<file path="src/rtl/hilo_pkg.sv">
// Shared types for the HI/LO register unit: operation codes, FSM states and
// the 64-bit {hi, lo} payload captured from the ALU result register.
package hilo_pkg;

  localparam int unsigned HILO_LATENCY_DEFAULT = 4;
  localparam int unsigned HILO_DATA_W          = 32;
  localparam int unsigned HILO_CNT_W           = 4;

  typedef enum logic [3:0] {
    OP_NONE = 4'd0,
    MULT    = 4'd1,
    MULTU   = 4'd2,
    DIV     = 4'd3,
    DIVU    = 4'd4,
    MTHI    = 4'd5,
    MTLO    = 4'd6,
    MFHI    = 4'd7,
    MFLO    = 4'd8
  } hilo_op_t;

  typedef enum logic {
    IDLE    = 1'b0,
    PENDING = 1'b1
  } state_t;

  // Upper word goes to HI, lower word to LO
  typedef struct packed {
    logic [HILO_DATA_W-1:0] hi;
    logic [HILO_DATA_W-1:0] lo;
  } hilo_pair_t;

  // Ops that occupy the unit for LATENCY cycles
  function automatic logic is_muldiv(hilo_op_t op);
    return (op == MULT) || (op == MULTU) || (op == DIV) || (op == DIVU);
  endfunction

  function automatic logic is_div(hilo_op_t op);
    return (op == DIV) || (op == DIVU);
  endfunction

  // Every defined op except OP_NONE interlocks against a pending result
  function automatic logic is_interlocked(hilo_op_t op);
    return is_muldiv(op) || (op == MTHI) || (op == MTLO) ||
           (op == MFHI) || (op == MFLO);
  endfunction

endpackage

</file>
<file path="src/rtl/hilo_unit.sv">
// HI/LO register unit. Captures mult/div results from the ALU result register,
// holds them for LATENCY cycles behind a busy interlock, then commits them to
// HI/LO. Also executes MTHI/MTLO and serves MFHI/MFLO reads.
// Optional build macro HILO_FWD_EN: lets MFHI/MFLO issue in the final pending
// cycle, forwarding the value about to be committed.
module hilo_unit
  import hilo_pkg::*;
#(
  parameter int unsigned LATENCY   = HILO_LATENCY_DEFAULT,  // legal 1..15
  parameter logic [31:0] RESET_VAL = 32'h0
) (
  input  logic        clk,
  input  logic        reset,
  input  logic        OpValid,
  input  logic [3:0]  HiLoOp,
  input  logic [63:0] AluResult,
  input  logic [31:0] MoveSrc,
  input  logic        DivisorZero,
  output logic        Stall,
  output logic        Busy,
  output logic [31:0] ReadData,
  output logic        ReadValid,
  output logic [31:0] Hi,
  output logic [31:0] Lo,
  output logic        DivZero
);

  localparam int unsigned CNT_W  = HILO_CNT_W;
  localparam int unsigned DATA_W = HILO_DATA_W;

  hilo_op_t              op;
  state_t                state_q;
  state_t                state_d;
  logic [CNT_W-1:0]      cnt_q;
  hilo_pair_t            pend_q;
  logic                  suppress_q;
  logic [DATA_W-1:0]     hi_q;
  logic [DATA_W-1:0]     lo_q;
  logic [DATA_W-1:0]     rdata_q;
  logic                  rvalid_q;
  logic                  divzero_q;

  logic                  last_cycle;
  logic                  fwd_ok;
  logic                  accept;
  logic                  acc_muldiv;
  logic                  acc_mthi;
  logic                  acc_mtlo;
  logic                  acc_mfhi;
  logic                  acc_mflo;
  logic                  commit;
  logic [DATA_W-1:0]     hi_view;
  logic [DATA_W-1:0]     lo_view;

  assign op = hilo_op_t'(HiLoOp);

  // State register
  always_ff @(posedge clk or posedge reset) begin
    if (reset) begin
      state_q <= IDLE;
    end else begin
      state_q <= state_d;
    end
  end

  // Next state: enter PENDING on an accepted mult/div, leave on the commit edge
  always_comb begin
    state_d = state_q;
    case (state_q)
      IDLE:    if (acc_muldiv) state_d = PENDING;
      PENDING: if (last_cycle) state_d = IDLE;
      default: state_d = IDLE;
    endcase
  end

  // Interlock, acceptance decode and read-source selection
  always_comb begin
    last_cycle = (state_q == PENDING) && (cnt_q == CNT_W'(1));
    fwd_ok     = 1'b0;
`ifdef HILO_FWD_EN
    fwd_ok     = last_cycle && ((op == MFHI) || (op == MFLO));
`endif
    Stall      = OpValid && (state_q == PENDING) && is_interlocked(op) && !fwd_ok;
    accept     = OpValid && !Stall && (op != OP_NONE);
    acc_muldiv = accept && is_muldiv(op);
    acc_mthi   = accept && (op == MTHI);
    acc_mtlo   = accept && (op == MTLO);
    acc_mfhi   = accept && (op == MFHI);
    acc_mflo   = accept && (op == MFLO);
    commit     = last_cycle && !suppress_q;
    // A forwarded read sees what HI/LO become at this edge
    hi_view    = (fwd_ok && !suppress_q) ? pend_q.hi : hi_q;
    lo_view    = (fwd_ok && !suppress_q) ? pend_q.lo : lo_q;
  end

  // Occupancy counter and captured mult/div payload
  always_ff @(posedge clk or posedge reset) begin
    if (reset) begin
      cnt_q      <= '0;
      pend_q     <= '0;
      suppress_q <= 1'b0;
    end else if (acc_muldiv) begin
      cnt_q      <= CNT_W'(LATENCY);
      pend_q     <= hilo_pair_t'(AluResult);
      suppress_q <= is_div(op) && DivisorZero;
    end else if (state_q == PENDING) begin
      cnt_q      <= cnt_q - CNT_W'(1);
    end
  end

  // Architectural HI/LO: commit of a pending result or a direct move
  always_ff @(posedge clk or posedge reset) begin
    if (reset) begin
      hi_q <= RESET_VAL;
      lo_q <= RESET_VAL;
    end else begin
      if (commit) begin
        hi_q <= pend_q.hi;
        lo_q <= pend_q.lo;
      end
      if (acc_mthi) hi_q <= MoveSrc;
      if (acc_mtlo) lo_q <= MoveSrc;
    end
  end

  // MFHI/MFLO read port with one-cycle valid pulse
  always_ff @(posedge clk or posedge reset) begin
    if (reset) begin
      rdata_q  <= '0;
      rvalid_q <= 1'b0;
    end else begin
      rvalid_q <= acc_mfhi || acc_mflo;
      if (acc_mfhi)      rdata_q <= hi_view;
      else if (acc_mflo) rdata_q <= lo_view;
    end
  end

  // Sticky divide-by-zero flag, cleared only by reset
  always_ff @(posedge clk or posedge reset) begin
    if (reset) begin
      divzero_q <= 1'b0;
    end else if (acc_muldiv && is_div(op) && DivisorZero) begin
      divzero_q <= 1'b1;
    end
  end

  assign Busy      = (state_q == PENDING);
  assign ReadData  = rdata_q;
  assign ReadValid = rvalid_q;
  assign Hi        = hi_q;
  assign Lo        = lo_q;
  assign DivZero   = divzero_q;

endmodule

</file>
<file path="config.mk">
export PLATFORM = sky130hd
export DESIGN_NAME = hilo_unit
export DESIGN_NICKNAME = d
export VERILOG_FILES = /design/src/rtl/hilo_pkg.sv /design/src/rtl/hilo_unit.sv
export SDC_FILE = /design/constraint.sdc
export NUM_CORES = 1
export LEC_CHECK = 0
export CORE_ASPECT_RATIO = 0.6
export CORE_MARGIN = 8
export CORE_UTILIZATION = 48
export CTS_CLUSTER_DIAMETER = 80
export DETAILED_ROUTE_END_ITERATION = 8
export GPL_TIMING_DRIVEN = 0
export HOLD_SLACK_MARGIN = 0.15
export PLACE_DENSITY = 0.8
export SETUP_SLACK_MARGIN = 0.3
export SYNTH_ARGS = -nofsm -noshare
export SYNTH_HDL_FRONTEND = slang
export SYNTH_SLANG_ARGS = --single-unit
</file>
<file path="constraint.sdc">
create_clock -name clk -period 8.4 [get_ports clk]
set_input_delay 2.1 -clock clk [delete_from_list [all_inputs] [get_ports clk]]
set_output_delay 2.1 -clock clk [all_outputs]
set_load 0.02 [all_outputs]
</file>
## Word-level counts from Yosys, hierarchy flattened

Cells that the tools add are included.

- Output and inout bits: 100
- Bits in latches: 0
- Input port bits: 104
- Flip-flop bits (word level): 168
- Memories: 0
- Memory bits (writable): 0
- Bits in read-only memories: 0

- Order comparisons: 0
- Add/subtract/negate cells: 1
- Equal/unequal tests: 9
- Multipliers: 0
- Mux-type cells: 11
- Bitwise logic cells: 1
- Reduce and logical (&&, ||, !) cells: 30
- Divide/modulo/power cells: 0
- Shift operators: 0

Operators by type and width:

| kind | count |
|---|---|
| $mux W32 | 6 |
| $eq A4 B3 Y1 const B | 4 |
| $logic_and A1 B1 Y1 | 14 |
| $logic_or A1 B1 Y1 | 9 |
| $eq A4 B1 Y1 const B | 2 |
| $eq A4 B2 Y1 const B | 2 |
| $mux W4 | 2 |
| $reduce_bool A2 Y1 | 4 |
| $eq A4 B4 Y1 const B | 1 |
| $reduce_bool A4 Y1 | 1 |
| $sub A4 B1 Y4 const B | 1 |
| $logic_not A1 Y1 | 2 |
| $mux W1 | 2 |
| $pmux W1 S2 | 1 |
| $not A1 Y1 | 1 |

## Longest topological paths before layout

- Word-level depth: 15
- Depth in mapped cells: 7
- Gate-level depth less buffers: 5

## Worst setup path before layout

Ideal clock, no wire load.

- Path kind: input-to-output
- From: input HiLoOp[1]
- To: output Stall
- Required time: 6,300 ps
- Setup slack: 3,330 ps
- Data arrival time: 2,970 ps
- Cell stages on the path: 3
- Path buffers: 1
- Cells stage by stage: buf_2 nor4b_2 o211a_1

- Word-level cells in the longest chain between the ends: 9
- Elaborated cells between the ends (all ways): 16

Ends and longest elaborated chain:

| item | RTL line | source |
|---|---|---|
| start, declared | hilo_unit.sv:15 | `input logic [3:0] HiLoOp,` |
| $eq A4 B1 Y1 or $eq A4 B2 Y1 (tied branches) | hilo_pkg.sv:34 | `return (op == MULT) \|\| (op == MULTU) \|\| (op == DIV) \|\| (op == DIVU);` |
| $logic_or A1 B1 Y1 (3 in series) | hilo_pkg.sv:34 |  |
| $logic_or A1 B1 Y1 (3 in series) | hilo_pkg.sv:43 | `return is_muldiv(op) \|\| (op == MTHI) \|\| (op == MTLO) \|\|` |
| $logic_or A1 B1 Y1 * | hilo_pkg.sv:44 | `(op == MFHI) \|\| (op == MFLO);` |
| $logic_and A1 B1 Y1 * | hilo_unit.sv:83 | `Stall = OpValid && (state_q == PENDING) && is_interlocked(op) && !fwd_ok;` |
| end, declared | hilo_unit.sv:19 | `output logic Stall,` |

Mark *: on every way between the ends. The rest lies on a longest branch, timed or not.

## Final worst setup path

- From: input HiLoOp[2]
- To: output Stall

Same word-level chain as after synthesis.

==> run metrics <==
Worst EP required 6.30 ns; most common cell after layout, fill and taps aside clkdlybuf4s50_1; Resize count post-CTS 0; pre-CTS setup slack 2.261 ns; Clock Path Buffers 2; Hold Path Class reg2reg; First-pass DRT Iterations 7; status finished, final reports clean; Hold Violations, Final 0; CTS Hold Bufs 0; TritonCTS clock tree done; I/O pin count 204; Most used DFF post-synth dfrtp_1; syn avg cell area 13.94 sq um; Critical Path End Type primary output; PortBufs 200; drt drc 0; top sig layer met5; postcts setup bufs 0; # diodes 0; Die W 174.3 um; met2 wire length 9.847 mm; Area Overhead vs Synth 39.84%; grt total ovfl 0; Cell Pwr Density 386.0 nW/um^2; Min Hold Slack 0.4816 ns; DR vias 5600; skew final 0.01674 ns; antenna violations before repair 2; Detailed Route Iter0 Violations 612; Synth Cell Area 7221 sq um; Slew Limit Headroom 53.65%; RePlAce Congestion 0.8850; Post-Synthesis Cells 518; core area 14590 sq um; DIE AREA 19350 sq um; crit share post-route 73.54%; FFs w/ async S/R, synth 100.0%; vias per cell 5.901; Syn Nets 624; final setup margin 2.223 ns; Critical Path Fanout Max 8; leak pwr 4.584 nW; post-synthesis register bit count 168; Std-Cell Rows 34; layout cell share with drive strength beyond 1 23.30%; Post-synth EDFFs 0; Detail Route Antenna Nets 0; Worst Max-Slew Pin Slew 0.6952 ns; total wire length 22.39 mm; largest net degree at the start of global routing 97; Peak VDD IR 0.2124 mV; Layout Nets 844; H-Tree Depth 4; Final min period 6.177 ns; Yosys cell types 37; clock transition at the registers of the reported paths 0.07 ns; number of max-cap violations 0; Initial Util 49.49%; unrepaired setup endpoints after global routing false; WS Path Type in2out; clock net sink count 168; latest clock arrival within the worst-skew pair 0.42 ns; Final Max Slew Viols 0; FMAX 161.9 MHz; Seq/Total Area, Yosys 58.22%; HPWL after DPL 16.21 mm; Worst setup SP type primary input; Final Setup Violations 0; number of global-route vias before repair 5969; CTS buffer count 17; global-route wire length before repair 34.76 mm; Clock Root Buffer clkbuf_16; routed len/inst 23.59 um; Ys Warns 0; total track usage 22.91%; commonest non-fill, non-tap cells in the layout 200 x clkdlybuf4s50_1, 168 x dfrtp_1, 117 x mux2_2; WP data arrival 4.08 ns; Met3 Wirelength 2.128 mm; Die H 111.0 um; Metal-1 WL 10.07 mm
## worst paths after layout
kind / start / end / slack (ns) / cells past startpoint
max: HiLoOp[2] / Stall / 2.22 / 4
min: pend_q[4]$_DFFE_PP0P_ / pend_q[4]$_DFFE_PP0P_ / 0.48 / 1
max reg2reg: Busy$_DFF_PP0_ / pend_q[2]$_DFFE_PP0P_ / 6.04 / 7
min reg2reg: pend_q[4]$_DFFE_PP0P_ / pend_q[4]$_DFFE_PP0P_ / 0.48 / 1
max in group asynchronous: reset / Hi[12]$_DFFE_PP0P_ / 5.41 / 3
min in group asynchronous: reset / ReadValid$_DFF_PP0_ / 2.13 / 2
## state kept, by name, summed over array words and instances (netlist names)
signal	flops
pend_q	64
Hi	32
Lo	32
ReadData	32
cnt_q	4
Busy	1
DivZero	1
ReadValid	1
suppress_q	1
## power breakdown
part / internal, mW / total, mW / leakage [nW] / switching [mW]
clock: 0.445 / 0.790 / 0.281 / 0.345
combinational: 0.858 / 1.61 / 2.19 / 0.748
sequential: 1.21 / 1.50 / 2.11 / 0.288
## kinds of logic (layout without fill, tap and decap cells)
logic type	after synthesis	after routing	synth area share (%)
XOR/XNOR	3	3	0.3640
AO/OA/AOI/OAI	81	81	10.69
AND/OR/NAND/NOR	88	88	8.005
buffers and inverters	54	287	3.344
multiplexers	122	122	19.03
adder cells (fa/ha/maj)	2	2	0.3465
flip-flops	168	168	58.22
## stage by stage
step                utilization (%)  area [sq um]  instances  TNS (ns)  power (mW)
floorplan                         -          7221        518         0       2.311
global placement              64.90          9470        916    -37.73       3.047
detailed placement            65.14          9505        917         0       3.109
CTS                           69.20         10100        949         0       3.911
global route                  69.20         10100        949         0       4.080
finish                        69.20         10100        949         0       3.897
## critical path, stage by stage
cell             delay, ns
clkdlybuf4s50_1       0.59
nor4b_2               0.52
o211a_1               0.25
clkdlybuf4s50_1       0.61
## cells in the mapped netlist, types with 2 or more instances
cell type | instances | share of area, %
buf_4 | 4 | 0.42
clkbuf_1 | 29 | 1.5
o22ai_1 | 4 | 0.35
buf_2 | 12 | 0.83
nor2_1 | 4 | 0.21
a31o_2 | 2 | 0.24
xnor2_1 | 2 | 0.24
and3_1 | 64 | 5.5
nor2b_1 | 4 | 0.35
a221o_1 | 64 | 8.9
ha_1 | 2 | 0.35
nand2b_1 | 2 | 0.17
inv_1 | 7 | 0.36
a22oi_1 | 5 | 0.52
mux2_1 | 5 | 0.78
dfrtp_1 | 168 | 58
and2_1 | 2 | 0.17
mux2_2 | 117 | 18
nand2_1 | 3 | 0.16
## layout make-up
| cell class | count | area (sq um) |
|---|---|---|
| fill | 1028 | 4494 |
| clock buffer | 17 | 425.4 |
| timing repair buffer | 201 | 2029 |
| sequential | 168 | 4204 |
| clock inverter | 15 | 166.4 |
| buffer | 47 | 215.2 |
| multi-input combinational | 296 | 2775 |
| inverter | 7 | 33.78 |
| tap | 198 | 247.7 |
## metal layers
layer	vias to the layer above	track usage, %
li1	2404	-
met1	2886	31.70
met2	272	33.23
met3	34	8.333
met4	4	6.410
met5	-	0
Note: power is estimated with default switching activity, not from simulation.
